[src/rtl/nlfsr_prng_gen.sv]
// nlfsr_prng_gen -- nonlinear-feedback shift register pseudo-random word generator.
//
// Holds a WIDTH-bit NLFSR state. Every output word advances the state by STEPS
// single-bit steps, which are unrolled into a combinational chain. The block
// must be seeded before it produces anything. Every RESEED_INTERVAL words it
// stops and waits for fresh seed material. Fresh seed material is XORed into
// the running state, so the entropy that was already there is kept.
//
// Ports
//   clk         in   clock, rising edge
//   rst         in   asynchronous reset, active low
//   seed_valid  in   seed offered
//   seed_data   in   seed value (WIDTH)
//   seed_ready  out  seed accepted when seed_valid & seed_ready
//   out_valid   out  out_data holds an unconsumed word
//   out_ready   in   consumer takes the word when out_valid & out_ready
//   out_data    out  registered random word (WIDTH)
//   reseed_req  out  high while the generator waits for mandatory reseed
//   word_count  out  words produced since the last seed, saturating (32)

// One NLFSR step: shift left and insert the nonlinear feedback bit at bit 0.
module nlfsr_prng_gen_step #(
    parameter int WIDTH = 256
) (
    input  logic [WIDTH-1:0] s_i,
    output logic [WIDTH-1:0] s_o
);
    logic fb;

    // The two AND terms make the feedback nonlinear. One AND term uses the
    // top bits and the other uses the two bits around the midpoint.
    assign fb = s_i[WIDTH-1] ^ s_i[WIDTH-4]
              ^ (s_i[WIDTH-2] & s_i[WIDTH-3])
              ^ (s_i[WIDTH/2] & s_i[WIDTH/2-1])
              ^ s_i[1] ^ s_i[0];

    assign s_o = {s_i[WIDTH-2:0], fb};
endmodule

module nlfsr_prng_gen #(
    parameter int          WIDTH           = 256,  // even, 16..1024
    parameter int          STEPS           = 1,    // 1..8 steps per word
    parameter int unsigned RESEED_INTERVAL = 1024  // 0 = never force reseed
) (
    input  logic             clk,
    input  logic             rst,
    input  logic             seed_valid,
    input  logic [WIDTH-1:0] seed_data,
    output logic             seed_ready,
    output logic             out_valid,
    input  logic             out_ready,
    output logic [WIDTH-1:0] out_data,
    output logic             reseed_req,
    output logic [31:0]      word_count
);
    // The all-zero state is a fixed point of the step function. Any zero
    // value headed for the state register is replaced by 0101..01.
    localparam logic [WIDTH-1:0] ZERO_FIX   = {(WIDTH/2){2'b01}};
    localparam logic [31:0]      RESEED_CNT = 32'(RESEED_INTERVAL);
    localparam bit               RESEED_EN  = (RESEED_INTERVAL != 0);

    typedef enum logic [1:0] {
        IDLE   = 2'd0,
        RUN    = 2'd1,
        RESEED = 2'd2
    } fsm_e;

    fsm_e             fsm_q, fsm_d;
    logic [WIDTH-1:0] state_q, state_d;
    logic [WIDTH-1:0] data_q, data_d;
    logic             vld_q, vld_d;
    logic [31:0]      cnt_q, cnt_d;
    logic             rdy_q;

    logic             seed_hs;
    logic             gen;
    logic             take;
    logic [31:0]      cnt_inc;
    logic [WIDTH-1:0] next_word;

    // The unrolled step chain. chain[0] is the current state and
    // chain[STEPS] is f^STEPS(state).
    logic [STEPS:0][WIDTH-1:0] chain;

    assign chain[0] = state_q;

    for (genvar g = 0; g < STEPS; g++) begin : g_step
        nlfsr_prng_gen_step #(
            .WIDTH (WIDTH)
        ) u_step (
            .s_i (chain[g]),
            .s_o (chain[g+1])
        );
    end

    function automatic logic [WIDTH-1:0] zguard(input logic [WIDTH-1:0] v);
        return (v == '0) ? ZERO_FIX : v;
    endfunction

    assign next_word = zguard(chain[STEPS]);
    assign seed_hs   = seed_valid & rdy_q;
    assign take      = vld_q & out_ready;
    // A seed handshake takes priority over generating a word.
    assign gen       = (fsm_q == RUN) & (~vld_q | out_ready) & ~seed_hs;
    assign cnt_inc   = (cnt_q == '1) ? cnt_q : cnt_q + 32'd1;

    // Next-state and datapath control.
    always_comb begin
        fsm_d   = fsm_q;
        state_d = state_q;
        data_d  = data_q;
        cnt_d   = cnt_q;
        // An accepted word is consumed. Generating a word overrides this below.
        vld_d   = vld_q & ~take;

        case (fsm_q)
            IDLE: begin
                if (seed_hs) begin
                    state_d = zguard(seed_data);
                    cnt_d   = '0;
                    fsm_d   = RUN;
                end
            end

            RUN: begin
                if (seed_hs) begin
                    state_d = zguard(state_q ^ seed_data);
                    cnt_d   = '0;
                end else if (gen) begin
                    state_d = next_word;
                    data_d  = next_word;
                    vld_d   = 1'b1;
                    cnt_d   = cnt_inc;
                    if (RESEED_EN && (cnt_inc == RESEED_CNT)) begin
                        fsm_d = RESEED;
                    end
                end
            end

            RESEED: begin
                // No words are generated here. A word already in out_data
                // still drains through the default consume path above.
                if (seed_hs) begin
                    state_d = zguard(state_q ^ seed_data);
                    cnt_d   = '0;
                    fsm_d   = RUN;
                end
            end

            default: begin
                fsm_d = IDLE;
            end
        endcase
    end

    always_ff @(posedge clk or negedge rst) begin
        if (!rst) begin
            fsm_q   <= IDLE;
            state_q <= '0;
            data_q  <= '0;
            vld_q   <= 1'b0;
            cnt_q   <= '0;
            rdy_q   <= 1'b0;
        end else begin
            fsm_q   <= fsm_d;
            state_q <= state_d;
            data_q  <= data_d;
            vld_q   <= vld_d;
            cnt_q   <= cnt_d;
            // Seeds are always accepted once the block is out of reset.
            rdy_q   <= 1'b1;
        end
    end

    assign seed_ready = rdy_q;
    assign out_valid  = vld_q;
    assign out_data   = data_q;
    assign word_count = cnt_q;
    assign reseed_req = (fsm_q == RESEED);
endmodule

[config.mk]
export PLATFORM = sky130hd
export DESIGN_NAME = nlfsr_prng_gen
export DESIGN_NICKNAME = d
export VERILOG_FILES = /design/src/rtl/nlfsr_prng_gen.sv
export SDC_FILE = /design/constraint.sdc
export NUM_CORES = 2
export LEC_CHECK = 0
export ABC_AREA = 1
export BUFFER_PORTS_ARGS = -buffer_cell sky130_fd_sc_hd__buf_2
export CELL_PAD_IN_SITES_DETAIL_PLACEMENT = 1
export CELL_PAD_IN_SITES_GLOBAL_PLACEMENT = 1
export CORE_MARGIN = 4
export CORE_UTILIZATION = 37
export DETAILED_ROUTE_END_ITERATION = 16
export HOLD_SLACK_MARGIN = 0.12
export PLACE_DENSITY = 0.83
export SLEW_MARGIN = 20
export SYNTH_ARGS = -nofsm -noshare
export SYNTH_HDL_FRONTEND = slang
export SYNTH_SLANG_ARGS = --single-unit
[constraint.sdc]
create_clock -name clk -period 2.4 [get_ports clk]
set_input_delay 0.24 -clock clk [delete_from_list [all_inputs] [get_ports clk]]
set_output_delay 0.24 -clock clk [all_outputs]
set_load 0.1 [all_outputs]
# [After elaboration in Yosys (flattened, before gate mapping)]
# Cells that the tools add are included.
[totals] out_inout_bits=291 in_bits=260 word_cells=67 ff_bits=548
[classes] add_sub_neg=1 n_bitwise=17 reduce_logical=11 n_eq_ne=11 mux=21
[op_table] operator="256-bit two-way mux" n=7
[op_table] operator="256-bit logical NOT" n=3
[op_table] operator="256-bit one-hot mux with 3 select lines" n=1
[op_table] operator="256-bit bitwise XOR" n=1
[op_table] operator="32-bit two-way mux" n=4
[op_table] operator="32-bit one-hot mux with 2 select lines" n=1
[op_table] operator="32-bit by 1-bit adder with 32-bit output, second input constant" n=1
[op_table] operator="32-bit by 11-bit equality test with 1-bit output, second input constant" n=1
[op_table] operator="32-bit equality test, second input constant" n=1
[op_table] operator="2-bit two-way mux" n=4
[op_table] operator="4-bit AND reduction" n=2
[op_table] operator="1-bit AND" n=7
[op_table] operator="2-bit by 1-bit inequality test with 1-bit output, second input constant" n=3
[op_table] operator="2-bit inequality test, second input constant" n=3
[op_table] operator="3-bit AND reduction" n=2
[op_table] operator="1-bit bitwise XOR" n=5
[op_table] operator="2-bit one-hot mux with 2 select lines" n=1
[op_table] operator="1-bit two-way mux" n=3
[op_table] operator="3-bit inequality test, second input constant" n=1
[op_table] operator="1-bit NOT" n=3
[op_table] operator="3-bit nonzero test" n=1
[op_table] operator="2-bit by 1-bit equality test with 1-bit output, second input constant" n=1
[op_table] operator="2-bit equality test, second input constant" n=1
[op_table] operator="2-bit logical NOT" n=1
[op_table] operator="other kinds (3)" n=3

# [Logic depth before layout (Yosys ltp)]
[logic_depth] depth_word=10 ltp_mapped=19 ltp_nobuf=17

# [Hierarchy]
# A second synthesis with hierarchy kept.
[unflattened] cells_unflattened=5770 area_unflattened_um2=38376.8
[modules_own_cells] module="nlfsr_prng_gen" instances=1 area_each_um2=36324.8 seq_area_each_um2=13713.2 cells_each=5482
[modules_own_cells] module="nlfsr_prng_gen_step" instances=1 area_each_um2=2052.0 seq_area_each_um2=0.0 cells_each=288

# [Worst setup path before layout]
# OpenSTA, ideal clock, no wires.
[synth_path] path_kind="register to register" start="register fsm_q[0]" end="register state_q[146]" period_less_slack_ns=2.751 t_required_ns=2.283 setup_time_ns=0.117 stages_incl_launch_ff=13 path_slack_ns=-0.351 n_path_buf=3 arrival_ns=2.635 cell_sequence="dfrtp_1 -> inv_1 -> ha_1 -> buf_2 -> nor2_1 -> o22ai_1 -> nor2_2 -> inv_2 -> buf_2 -> clkbuf_1 -> a21oi_1 -> nand2_1 -> nand2_1"
[synth_via] elab_cells_between_ends=11 cone_classes="5 x eq/ne; 1 x mux; 2 x bitwise; 3 x reduce/logical"
[synth_rtl] item="start: declaration" line="68" source="fsm_e fsm_q, fsm_d;"
[synth_rtl] item="start signal: assignment" line="165" source="fsm_q <= fsm_d;"
[synth_rtl] item="2-bit equality test *"
[synth_rtl] item="named net reseed_req" line="53" source="output logic reseed_req,"
[synth_rtl] item="2-bit by 1-bit inequality test with 1-bit output (no line) or 3-bit nonzero test (tied branches)"
[synth_rtl] item="4-bit AND reduction (no line)"
[synth_rtl] item="end signal: assignment" line="166" source="state_q <= state_d;"
[synth_rtl] item="end: declaration" line="69" source="logic [WIDTH-1:0] state_q, state_d;"
# The timed path passes the listed nets; every way through them passes the cells marked *.
# A chain may end at the register's enable or synchronous reset.

# [Worst setup path in the final report]
[layout_path] start="register state_q[204]" end="register state_q[246]"
[layout_via] elab_chain_len=5 elab_cells_between_ends=9 cone_classes="6 x mux; 1 x bitwise; 2 x reduce/logical"
[layout_rtl] item="256-bit bitwise XOR or 256-bit logical NOT (tied branches)" line="127, 144, 97"
[layout_rtl] item="256-bit logical NOT or 256-bit two-way mux (tied branches)" line="97" source="return (v == '0) ? ZERO_FIX : v;"
[layout_rtl] item="256-bit two-way mux (on tied branches)" line="97, 129"
[layout_rtl] item="256-bit two-way mux (on tied branches)" line="143, 126"
[layout_rtl] item="256-bit one-hot mux with 3 select lines *" line="116" source="case (fsm_q)"
# Every way passes the cells marked *; elsewhere a longest branch is shown, timed or not. The select of a mux whose other input is x is not followed.

==> metrics <==
first-pass GRT wire length 271,000 um; 1st-iter DRT viols 4,224; die height 314 um; WP data required 2.97 ns; Crit. End Element register; switching part of the total power 0.569; CP cell instances inv_1, nand2_1, nand2_1, nor2_1, nand2_1, nor2_1, nand2_1, nor2_1, nand2_2, nor2_2, nand2_4, buf_12, nand2_1, nand2_1, nand2_1, nand2_1, nand2_1; CTS H-Tree Depth 3; Post-Syn Area per Cell 6.54 um^2; Synth Register Bits 548; setup tns final -72.31 ns; Netlist cell types 30; Async S/R FF share, synth 1.00; Hold Startpoint seed_data[158]; post-layout min period 2.82 ns; fin. max-slew vios 0; Core ar. 92,200 um^2; io pins 551; failing checks setup timing; Worst Path Arrival 3.38 ns; Initial Utilization 0.375; clock share of power 0.156; Worst setup SP type register; switching pwr 41.2 mW; max_cap viols 0; Comb pwr share 0.613; worst setup margin -0.418 ns; Overall Global Routing Usage 0.350; Most common cell on crit path nand2_1; PortBufs 550; Longest Clk Path Bufs 3; worst skew pair latency 0.65 ns; Chip Width 314 um; r2r worst-path depth 17; router iterations before antenna repair 8; Syn Nets between 5,000 and 6,000; placed inst area about 41,000 um^2; RSZ-0062 raised after global routing yes; routed wire length roughly 180,000 um; gp weighted congestion roughly 0.93; Final Hold Violating Endpoints 0; initial antenna violation count 39; CTS sink count between 500 and 600; Fmax between 300 and 400 MHz; Post-Syn Area approximately 35,000 um^2; vias in the first global route 45,400; vias per inst ~5.7; largest net degree at the start of global routing 185; Tot Pwr about 72 mW; Layout area overhead 36.6%; die area just under 100,000 um^2; grt ovf 0; Slowest-stage cell, CP dfrtp_1; Syn Inst Count 5,290; Setup violations, final 277; Num CTS Buffers 70; Min Hold Slack 0.171 ns; period utilization 1.17; FF-to-FF Start state_q[204]; Lkg Pwr roughly 25 nW; Power Dens Cells approximately 1500 nW/um^2; worst clock skew 0.0322 ns; Via Count approximately 43,000; layout cells sized above 1 0.192; ys flop type dfrtp_1; Slew Limit Headroom 0.278; critical path fanouts, max 41; Reg power frac 0.231; Crit path largest cell delay 0.42 ns; post-synthesis sequential area ratio 0.396; worst min path class in -> reg; detailed-route DRC error count 0; CTS tree yes; Worst Tran Pin Value 1.08 ns; status complete, but fails checks; worst vdd ir ~1.2 mV; Worst Setup SP state_q[204]; DP Wirelength around 110,000 um; post-route cell area 47,200 um^2; row cnt roughly 110; WS Path Type reg -> reg; clock root buffer clkbuf_16; Final ANT Viol Nets 0; dpl ws -0.293 ns; Clock Pin Slew Worst Setup and Hold Paths 0.06 ns; drt wl/cell approximately 24 um; hold path cells 6; Internal 31.2 mW; Post-synth EDFFs 0; Ys Warns 0; layout net count 6,573
cells by family after synthesis:
family / count (synthesis) / share of synthesized area
AO/OA/AOI/OAI: 903 / 0.150
buffers and inverters: 886 / 0.101
other: 1 / 0.000108
XOR/XNOR: 119 / 0.0301
AND/OR/NAND/NOR: 2826 / 0.320
adder cells (fa/ha/maj): 7 / 0.00253
flip-flops: 548 / 0.396
final timing paths:
| kind | to | slack [ns] |
|---|---|---|
| setup reg to reg | state_q[246] | -0.42 |
| hold / removal | state_q[158] | 0.17 |
| max in group asynchronous | out_data[26] | 0.64 |
| min in group asynchronous | out_data[30] | 0.65 |
| setup / recovery | state_q[246] | -0.42 |
| hold reg to reg | out_data[231] | 0.48 |
registers in the layout, indices dropped and copies added (netlist names):
name and flops:
state_q 256, fsm_q 2, out_data 256, word_count 32, out_valid 1, seed_ready 1
layout by cell type, fill, tap and decap left out, drive strengths merged:
cell / n
nand3b: 1
nor2: 456
nor3: 9
a221oi: 31
ha: 7
xor2: 118
clkbuf: 108
nand3: 54
diode: 43
dlygate4sd3: 260
inv: 601
nand2: 2178
nor4: 44
dfrtp: 548
buf: 966
clkinv: 11
bufinv: 6
a21oi: 329
or4: 1
xnor2: 1
nand4: 82
o21ai: 296
o22ai: 55
o211ai: 192
conb: 1
or2: 1
and2: 1
critical path: cells and delay by family, from the launching register on:
family | cells | cell delay [ns]
buf+inv | 2 | 0.44
flops | 1 | 0.42
simple gates | 15 | 1.85
Yosys cell counts, drive strengths merged, types with 7 or more instances:
library cell / count / area (um^2)
inv: 600 / 2250
nand4: 82 / 513
buf: 72 / 444
xor2: 118 / 1030
nor2: 456 / 1750
clkbuf: 214 / 803
nor4: 44 / 275
o21ai: 296 / 1480
dfrtp: 548 / 13700
o22ai: 55 / 344
nand2: 2177 / 8180
nand3: 54 / 270
nor3: 9 / 45.0
a21oi: 329 / 1650
a221oi: 31 / 272
ha: 7 / 87.6
o211ai: 192 / 1440
timing repair:
action                                  4_1_cts  5_1_grt
endpoints found under the setup margin      259      403
hold endpoints to repair                    626        0
resized for setup                            49       95
buffers inserted                              5        7
cloned                                        6        3
hold buffers                                260        0
pin swaps                                    14       52
power groups by stage:
stage / logic (mW) / registers (mW) / clock network (mW)
floorplan: 15.6 / 29.2 / 0
global placement: 40.7 / 16.2 / 0
detailed placement: 41.7 / 16.4 / 0
CTS: 42.7 / 16.4 / 11.3
global route: 47.2 / 17.1 / 11.8
finish: 44.4 / 16.7 / 11.3
layer usage:
metal,up-vias,wire (um),GRT usage
met2,2482,82900,0.572
met3,812,15900,0.0715
met4,6,11700,0.204
met1,21100,69400,0.428
met5,-,34,0
li1,18800,-,-
final cells by class:
| type | count | area, um^2 |
|---|---|---|
| Fill cell | 12000 | 45000 |
| Multi-Input combinational cell | 3857 | 17800 |
| Sequential cell | 548 | 13700 |
| Timing Repair Buffer | 1229 | 9430 |
| Inverter | 600 | 2280 |
| Clock buffer | 105 | 2070 |
| Tap cell | 1243 | 1560 |
| Clock inverter | 18 | 248 |
| Antenna cell | 43 | 108 |
metrics by stage:
step                       util  instances
after CTS                 0.507       7594
after global placement    0.450       7200
after floorplan               -       5290
after detailed placement  0.450       7200
after global routing      0.512       7625
final                     0.512       7643
(Power assumes the default switching activity.)
